### config.mk
export PLATFORM = sky130hd
export DESIGN_NAME = cpu_sequencer
export DESIGN_NICKNAME = d
export VERILOG_FILES = /design/src/rtl/cpu_sequencer.sv
export SDC_FILE = /design/constraint.sdc
export NUM_CORES = 1
export LEC_CHECK = 0
export ABC_AREA = 0
export CAP_MARGIN = 5
export CORE_MARGIN = 2
export CORE_UTILIZATION = 30
export CTS_CLUSTER_SIZE = 25
export DETAILED_ROUTE_END_ITERATION = 7
export PLACE_DENSITY = 0.71
export SYNTH_ARGS = -nofsm -noshare
export SYNTH_HDL_FRONTEND = slang
export SYNTH_SLANG_ARGS = --single-unit
### constraint.sdc
create_clock -name clk -period 2.4 [get_ports clk]
set_input_delay 0.24 -clock clk [delete_from_list [all_inputs] [get_ports clk]]
set_output_delay 0.24 -clock clk [all_outputs]
set_load 0.005 [all_outputs]
### src/rtl/cpu_sequencer.sv
// cpu_sequencer: fetch/decode/execute controller for the 4-bit CPU.
// Owns PC, IR, carry flag, jump handling and register write strobes.
//
// Ports:
//   clk, n_reset            clock (rising edge), async active-low reset
//   run, step               continuous-run level / single-step pulse
//   rom_en, rom_addr        program ROM read request (addr = pc)
//   rom_data                ROM data, valid one cycle after rom_en
//   op_out, im_out          IR[7:4] to decoder, IR[3:0] to ALU
//   dec_reg_a_load/_b_load  decoder load controls for op_out
//   alu_carry               ALU carry-out for current op/im
//   reg_a_we, reg_b_we      one-cycle register write strobes
//   carry_flag, pc          architectural state
//   busy, instr_done        status: not idle / last cycle of instruction

`ifndef OP_JNC
`define OP_JNC 4'hE
`endif
`ifndef OP_JMP
`define OP_JMP 4'hF
`endif

module cpu_sequencer #(
    parameter int unsigned     PC_W     = 4,
    parameter logic [PC_W-1:0] RESET_PC = '0
) (
    input  logic            clk,
    input  logic            n_reset,
    input  logic            run,
    input  logic            step,
    output logic            rom_en,
    output logic [PC_W-1:0] rom_addr,
    input  logic [7:0]      rom_data,
    output logic [3:0]      op_out,
    output logic [3:0]      im_out,
    input  logic            dec_reg_a_load,
    input  logic            dec_reg_b_load,
    input  logic            alu_carry,
    output logic            reg_a_we,
    output logic            reg_b_we,
    output logic            carry_flag,
    output logic [PC_W-1:0] pc,
    output logic            busy,
    output logic            instr_done
);

    localparam logic [3:0] C_OP_JMP = `OP_JMP;
    localparam logic [3:0] C_OP_JNC = `OP_JNC;

    typedef enum logic [1:0] {
        S_IDLE,
        S_FETCH,
        S_DECODE,
        S_EXEC
    } state_t;

    state_t          r_state;
    logic [PC_W-1:0] r_pc;
    logic [7:0]      r_ir;
    logic            r_carry;
    logic            r_step;

    logic            w_exec;
    logic            w_load;
    logic [PC_W-1:0] w_jmp_tgt;
    logic [PC_W-1:0] w_pc_next;

    assign w_exec    = (r_state == S_EXEC);
    assign w_load    = dec_reg_a_load | dec_reg_b_load;
    // Immediate is zero-extended (or truncated) to the PC width.
    assign w_jmp_tgt = PC_W'(r_ir[3:0]);

    always_comb begin
        w_pc_next = r_pc + PC_W'(1);
        unique case (1'b1)
            (r_ir[7:4] == C_OP_JMP): w_pc_next = w_jmp_tgt;
            (r_ir[7:4] == C_OP_JNC): begin
                if (!r_carry) w_pc_next = w_jmp_tgt;
            end
            default: ;
        endcase
    end

    always_ff @(posedge clk or negedge n_reset) begin
        if (!n_reset) begin
            r_state <= S_IDLE;
            r_pc    <= RESET_PC;
            r_ir    <= 8'h00;
            r_carry <= 1'b0;
            r_step  <= 1'b0;
        end else begin
            unique case (r_state)
                S_IDLE: begin
                    if (run || step) begin
                        r_state <= S_FETCH;
                        // run takes priority over a coincident step
                        r_step  <= step & ~run;
                    end
                end
                S_FETCH: r_state <= S_DECODE;
                S_DECODE: begin
                    r_ir    <= rom_data;
                    r_state <= S_EXEC;
                end
                S_EXEC: begin
                    if (w_load) r_carry <= alu_carry;
                    // JNC consumes the flag whether or not it jumps
                    if (r_ir[7:4] == C_OP_JNC) r_carry <= 1'b0;
                    r_pc <= w_pc_next;
                    if (run && !r_step) begin
                        r_state <= S_FETCH;
                    end else begin
                        r_state <= S_IDLE;
                        r_step  <= 1'b0;
                    end
                end
                default: r_state <= S_IDLE;
            endcase
        end
    end

    // Strobes decode the state register directly so an async reset
    // removes them in the same cycle.
    assign rom_en     = (r_state == S_FETCH);
    assign rom_addr   = rom_en ? r_pc : '0;
    assign op_out     = r_ir[7:4];
    assign im_out     = r_ir[3:0];
    assign reg_a_we   = w_exec & dec_reg_a_load;
    assign reg_b_we   = w_exec & dec_reg_b_load;
    assign instr_done = w_exec;
    assign busy       = (r_state != S_IDLE);
    assign carry_flag = r_carry;
    assign pc         = r_pc;

endmodule
==> Implementation_results.wiki, run 1 <==
{| class="wikitable"
! Metric !! Value
|-
| Cells resized by post-CTS repair || 0
|-
| Post-Synth XOR/XNOR Area || 0%
|-
| CP Class || flop to output port
|-
| Buffers and inverters on the worst path || 1
|-
| Share of cell area taken by muxes after synthesis || between 10% and 20%
|-
| Min cycle time layout || between 2 and 2.5 ns
|-
| Status || complete, no violations
|-
| Synthesis-to-finish area growth || 47.19%
|-
| Switching part of the total || 35.06%
|-
| Largest fanout on the critical path || 18
|-
| Largest family of logic cells by synthesized area || simple AND/OR/NAND/NOR gates
|-
| Kind of cell adding the most delay to the critical path || adder cells
|-
| Simple-gate share of the synthesized area || 17.28%
|-
| Yosys warning total || 0
|-
| Seq pwr share || 32.2%
|-
| Transition time of the tightest slew-check pin || roughly 0.7 ns
|-
| DR WL/cell || approximately 14 um
|-
| Antenna diode count || 0
|-
| DRC || 0
|-
| Worst Setup Start Kind || flop
|-
| Path category of the worst min-delay check || input pin to async pin
|-
| Cell count after placement || 146
|-
| Final-report hold violation count || 0
|-
| Final cell count without fillers || 150
|-
| Comb pwr share || 57.5%
|-
| Number of DRC violations after detailed-routing iteration 0 || 24
|-
| Count of different cell masters after synthesis || 30
|-
| Netlist Area Pre-Place || just under 900 um2
|-
| Number of top-level design ports || 37
|-
| Slowest library cell on the worst path || sky130_fd_sc_hd__ha_1
|-
| Overall die area || between 3000 and 4000 um2
|-
| Insertion delay of the later-clocked pin in the worst-skew pair || 0.28 ns
|-
| Final setup violation count || 0
|-
| Fin Hold WS || 0.3763 ns
|-
| Worst supply voltage drop on vdd || between 0.6 and 0.7 mV
|-
| Number of routed nets with antenna violations || 0
|-
| Routability Congestion || roughly 0.80
|-
| Sum of net half-perimeters after detailed placement || approximately 1600 um
|-
| FMAX || approximately 460 MHz
|-
| Number of antenna violations at the first check in global routing || 0
|-
| Hold bufs inserted after CTS || 0
|-
| Arrival time worst endpoint || 1.94 ns
|-
| Root buf cell || sky130_fd_sc_hd__clkbuf_4
|-
| Pin count of the biggest net entering global routing || 19
|-
| TritonRoute pass-1 iters || 4
|-
| Total number of clock tree sinks || 16
|-
| Critical Path, Cell by Cell || ha_1 > and2_1 > clkdlybuf4s50_1
|-
| Via-to-Cell Ratio || roughly 5.1
|-
| Fraction of the mapped netlist area in compound gates || 13.76%
|-
| Number of synthesized register bits || 16
|-
| CTS clk-pin slew, worst paths || around 0.090 ns
|-
| Relative slew slack || between 50% and 60%
|-
| TritonCTS buffer count || 3
|-
| Post-Synthesis Net Count || ~100
|-
| Final setup TNS || 0 ns
|-
| Horiz. Die Dim || approximately 60 um
|-
| Final Cycle Share || between 90 and 100%
|-
| Number of buffers added for setup after CTS || 0
|-
| Post-Synthesis Mean Instance Area || 10.86 um2
|-
| Total Power Consumption || 1.677 mW
|-
| Total global routing track utilization || 13.23%
|-
| PortBufs || 36
|-
| Max capacitance violation total || 0
|-
| Unrepaired setup endpoints after global routing || false
|-
| H-Tree Depth || 1
|-
| First-pass GRT wire length || ~3400 um
|-
| Total via count after detailed routing || 767
|-
| Internal power of the cells || 1.089 mW
|-
| Peak per-stage delay on the critical path || roughly 0.54 ns
|-
| Leftover overflow at the end of global routing || 0
|-
| TritonCTS clock tree || yes
|-
| Power density normalized to cell area || ~1300 nW/um2
|-
| Setup slack on the worst flop-to-flop path || ~0.84 ns
|-
| Share of synthesized cell area in full adder, half adder and majority cells || between 8 and 9%
|-
| Floorplan row count || 19
|-
| Net switching power of the design || approximately 0.59 mW
|-
| Number of nets in the layout || between 100 and 150
|-
| Max-slew violation count || 0
|-
| Number of filler cells placed in the layout || 275
|-
| Ratio of cells with drive above 1 in the final layout || approximately an eighth
|-
| Die extent in y || approximately 58 um
|-
| Worst clock skew || 0.0005847 ns
|-
| Share of the yosys chip area belonging to registers || between 40% and 50%
|-
| Maximum clock insertion buffer count || 2
|-
| Via count of the first global-routing pass || approximately 800
|-
| Clock share of power || 10.3%
|-
| Core ar. || 2781 um2
|-
| Crit end category || output port
|-
| Total Routed Length || 2075 um
|-
| Effective utilization at floorplan || around a third
|-
| Leakage power total || roughly 0.56 nW
|-
| Worst EP required || between 2 and 2.5 ns
|-
| Post-Syn Instances || 82
|-
| Core occupancy in the finished layout || 47.14%
|}
-- metal layers --
layer / track usage (%) / wire length (um) / vias to the layer above
met3: 1.978 / 100 / 2
met5: 0 / 0 / -
met1: 16.25 / 950 / 371
met2: 21.67 / 992 / 27
met4: 8.306 / 31 / 0
li1: - / - / 367
-- synth_stat cells (all sizes together) --
cell | number | share of area [%]
o2111ai | 1 | 0.98
a31oi | 2 | 1.4
nor2 | 6 | 2.5
o21ai | 3 | 1.7
o41a | 1 | 1.3
and3 | 2 | 1.5
nand2 | 1 | 0.42
mux2 | 9 | 11
nor3b | 3 | 3.1
a21oi | 1 | 0.56
and2 | 6 | 4.2
and2b | 1 | 0.84
a22oi | 1 | 0.84
o22ai | 1 | 0.70
a32o | 1 | 1.1
nand3 | 3 | 1.7
nand2b | 2 | 1.4
a21o | 1 | 0.84
o32a | 1 | 1.1
inv | 6 | 2.5
buf | 3 | 1.7
nor2b | 1 | 0.70
a311o | 1 | 1.1
nand3b | 1 | 0.84
ha | 6 | 8.4
o311ai | 1 | 0.98
dfrtp | 16 | 45
o211a | 1 | 1.1
-- power groups by stage --
stage | registers (mW) | logic (mW) | clock network (mW)
after floorplan | 0.521 | 0.501 | 0
after global placement | 0.533 | 0.931 | 0
after detailed placement | 0.548 | 0.972 | 0
after CTS | 0.544 | 0.979 | 0.182
after global routing | 0.565 | 1.06 | 0.192
final | 0.540 | 0.964 | 0.173
-- cells by family after synthesis --
logic type	count (synthesis)
and+or+nand+nor	26
buffers and inverters	9
muxes	9
DFF	16
adders and majority gates	6
AOI/OAI and AO/OA	16
-- placed cells by master (no fill, tap or decap), drive strengths merged, types with 2 or more instances in the layout --
cell type	synthesis	layout
nor2	6	6
clkdlybuf4s50	0	36
nand3	3	3
ha	6	6
clkbuf	0	4
nand2b	2	2
inv	6	6
and3	2	2
dfrtp	16	16
nor3b	3	3
a31oi	2	2
and2	6	6
mux2	9	9
o21ai	3	3
-- final cells by class --
| cell class | instances | area [um2] | share of cell area, % |
|---|---|---|---|
| Multi-Input combinational cell | 57 | 452.9 | 34.54 |
| Inverter | 6 | 22.52 | 1.718 |
| Sequential cell | 16 | 400.4 | 30.53 |
| Tap cell | 31 | 38.79 | 2.958 |
| Timing Repair Buffer | 36 | 360.3 | 27.48 |
| Clock buffer | 4 | 36.28 | 2.767 |
-- flip-flops by register name, indices dropped and copies added (netlist names) --
register and flops:
r_ir 8, pc 4, r_state 2, carry_flag 1, r_step 1
-- per-stage QoR --
stage / setup WS [ns] / area (um2)
final: 0.2175 / 1311
after global routing: 0.07732 / 1311
after CTS: 0.1948 / 1311
after detailed placement: 0.5145 / 1275
after global placement: 0.5872 / 1275
after floorplan: 1.028 / 890.9
-- path summary, 6_finish.rpt --
| check | end | cells past startpoint | startpoint |
|---|---|---|---|
| max | reg_a_we | 3 | r_state[1] |
| min | r_step | 1 | n_reset |
| max reg2reg | r_state[1] | 4 | r_state[0] |
| min reg2reg | r_step | 1 | r_step |
| max in group asynchronous | r_ir[3] | 1 | n_reset |
| min in group clk | r_step | 1 | r_step |
(Power assumes the default switching activity.)
==> run 2, diff against run 1 <==
--- a/config.mk
+++ b/config.mk
@@ -8,10 +8,11 @@
 export ABC_AREA = 0
 export CAP_MARGIN = 5
 export CORE_MARGIN = 2
-export CORE_UTILIZATION = 30
+export CORE_UTILIZATION = 40
 export CTS_CLUSTER_SIZE = 25
 export DETAILED_ROUTE_END_ITERATION = 7
-export PLACE_DENSITY = 0.71
+export GPL_ROUTABILITY_DRIVEN = 0
+export PLACE_DENSITY = 0.87
 export SYNTH_ARGS = -nofsm -noshare
 export SYNTH_HDL_FRONTEND = slang
 export SYNTH_SLANG_ARGS = --single-unit
==> Implementation_results.wiki, run 2 (same netlist as run 1, synthesis figures left out) <==
{| class="wikitable"
! Metric !! Value
|-
| Clock share of power || between 10% and 20%
|-
| Final setup TNS || 0 ns
|-
| Crit end category || output port
|-
| Power density normalized to cell area || 1285 nW/um2
|-
| CP Class || flop to output port
|-
| Worst Setup Slack post-DPL || 0.7436 ns
|-
| Total number of clock tree sinks || 16
|-
| Worst clock skew || about 0.005 ns
|-
| Max capacitance violation total || 0
|-
| Via count of the first global-routing pass || approximately 740
|-
| Number of antenna violations at the first check in global routing || 0
|-
| Comb pwr share || a little under three fifths
|-
| TritonCTS buffer count || 3
|-
| Transition time of the tightest slew-check pin || between 0.7 and 0.8 ns
|-
| Worst path depth || 4
|-
| Max FFs per register || 8
|-
| Effective utilization at floorplan || 41.47%
|-
| Unrepaired setup endpoints after global routing || false
|-
| Synthesis-to-finish area growth || 47.61%
|-
| Path category of the worst min-delay check || input pin to async pin
|-
| Status || complete, no violations
|-
| Relative slew slack || 52.37%
|-
| Peak per-stage delay on the critical path || approximately 0.51 ns
|-
| Number of nets in the layout || ~140
|-
| Commonest non-fill, non-tap cell in the layout || sky130_fd_sc_hd__clkdlybuf4s50_1
|-
| Sum of net half-perimeters after detailed placement || 1587 um
|-
| Max-slew violation count || 0
|-
| Core occupancy in the finished layout || 61.21%
|-
| DR WL/cell || roughly 14 um
|-
| DRC || 0
|-
| Pin count of the biggest net entering global routing || 17
|-
| Smallest setup slack after layout || 0.4355 ns
|-
| Antenna diode count || 0
|-
| Maximum clock insertion buffer count || 2
|-
| Final-report hold violation count || 0
|-
| Root buf cell || sky130_fd_sc_hd__clkbuf_4
|-
| Number of top-level design ports || 37
|-
| Leakage power total || 0.5644 nW
|-
| Min cycle time layout || slightly below 2 ns
|-
| Number of buffers added for setup after CTS || 0
|-
| Critical Path, Cell by Cell || inv_1 > ha_1 > and2_1 > clkdlybuf4s50_1
|-
| FMAX || approximately 500 MHz
|-
| TritonRoute pass-1 iters || 4
|-
| Seq pwr share || a little under a third
|-
| Worst Setup Start Kind || flop
|-
| Internal power of the cells || around 1.1 mW
|-
| Number of routed nets with antenna violations || 0
|-
| Insertion delay of the later-clocked pin in the worst-skew pair || 0.29 ns
|-
| Slowest library cell on the worst path || sky130_fd_sc_hd__clkdlybuf4s50_1
|-
| Final Cycle Share || roughly four fifths
|-
| Largest Register || r_ir
|-
| Core ar. || 2148 um2
|-
| Total global routing track utilization || between 15 and 20%
|-
| PortBufs || 36
|-
| Largest fanout on the critical path || 5
|-
| Total Routed Length || between 2000 and 2500 um
|-
| First-pass GRT wire length || 3339 um
|-
| Kind of cell adding the most delay to the critical path || buffers and inverters
|-
| Leftover overflow at the end of global routing || 0
|-
| Switching part of the total || about a third
|-
| Overall die area || about 2600 um2
|-
| Hold bufs inserted after CTS || 0
|-
| Arrival time worst endpoint || 1.72 ns
|-
| Cells on worst reg2reg path || 4
|-
| H-Tree Depth || 1
|-
| Number of DRC violations after detailed-routing iteration 0 || 18
|-
| Floorplan row count || 17
|-
| Buffers and inverters on the worst path || 2
|-
| Ratio of cells with drive above 1 in the final layout || a little over an eighth
|-
| Final setup violation count || 0
|-
| TritonCTS clock tree || yes
|-
| Worst EP required || ~2.2 ns
|-
| Net switching power of the design || between 0.5 and 0.6 mW
|-
| Worst supply voltage drop on vdd || approximately 0.62 mV
|-
| Cells resized by post-CTS repair || 0
|-
| Via-to-Cell Ratio || 5.162
|-
| Leading cell types in the layout, fill and taps excluded || 36 x sky130_fd_sc_hd__clkdlybuf4s50_1, 16 x sky130_fd_sc_hd__dfrtp_1, 9 x sky130_fd_sc_hd__mux2_2
|-
| Horiz. Die Dim || roughly 51 um
|-
| CTS clk-pin slew, worst paths || approximately 0.1 ns
|-
| Die extent in y || about 51 um
|-
| Total via count after detailed routing || approximately 760
|}
run 2: cell types whose count changed in the layout (fill, tap and decap cells not counted), sizes merged:
cell	change
buf	+1
run 2: routing by layer:
metal	wire, um	GRT usage [%]	vias up
li1	-	-	369
met1	857	20.26	362
met2	1037	30.95	28
met3	112	2.924	5
met4	38	8.108	0
met5	0	0	-
run 2: worst reg2reg max path, stage by stage (launching register included):
cell                      delay [ns]
sky130_fd_sc_hd__dfrtp_1        0.42
sky130_fd_sc_hd__inv_1          0.14
sky130_fd_sc_hd__ha_1           0.23
sky130_fd_sc_hd__nor3b_2        0.26
sky130_fd_sc_hd__mux2_2         0.36
run 2: final cells by class:
class,instances,area (um2)
well taps,28,35.03
multi-input cells,57,452.9
inverters,6,22.52
repair buffers,37,367.9
fillers,177,833.3
flip-flops and latches,16,400.4
clock buffers,4,36.28
run 2: power groups by stage:
stage | logic, mW | clock network (mW) | registers [mW]
floorplan | 0.501 | 0 | 0.521
global placement | 0.936 | 0 | 0.530
detailed placement | 0.978 | 0 | 0.541
finish | 0.969 | 0.183 | 0.538
global route | 1.08 | 0.200 | 0.558
CTS | 0.983 | 0.185 | 0.539
run 2: stage by stage:
stage          cells  power, mW  hold WS (ns)  area [um2]
3_3_place_gp     144      1.467        0.5017        1279
6_report         148      1.690        0.3658        1315
2_1_floorplan     82      1.022      -0.05559       890.9
3_5_place_dp     144      1.518        0.5310        1279
4_1_cts          148      1.707        0.3930        1315
5_1_grt          148      1.835        0.4387        1315
run 2: path summary, 6_finish.rpt:
path	endpoint	slack (ns)	from
max in group asynchronous	r_ir[3]	1.58	n_reset
worst max-delay path	rom_addr[0]	0.44	r_state[1]
worst min register to register	r_step	0.54	r_step
min in group clk	r_step	0.54	r_step
worst max register to register	r_state[1]	0.89	r_state[0]
worst min-delay path	r_state[0]	0.37	n_reset
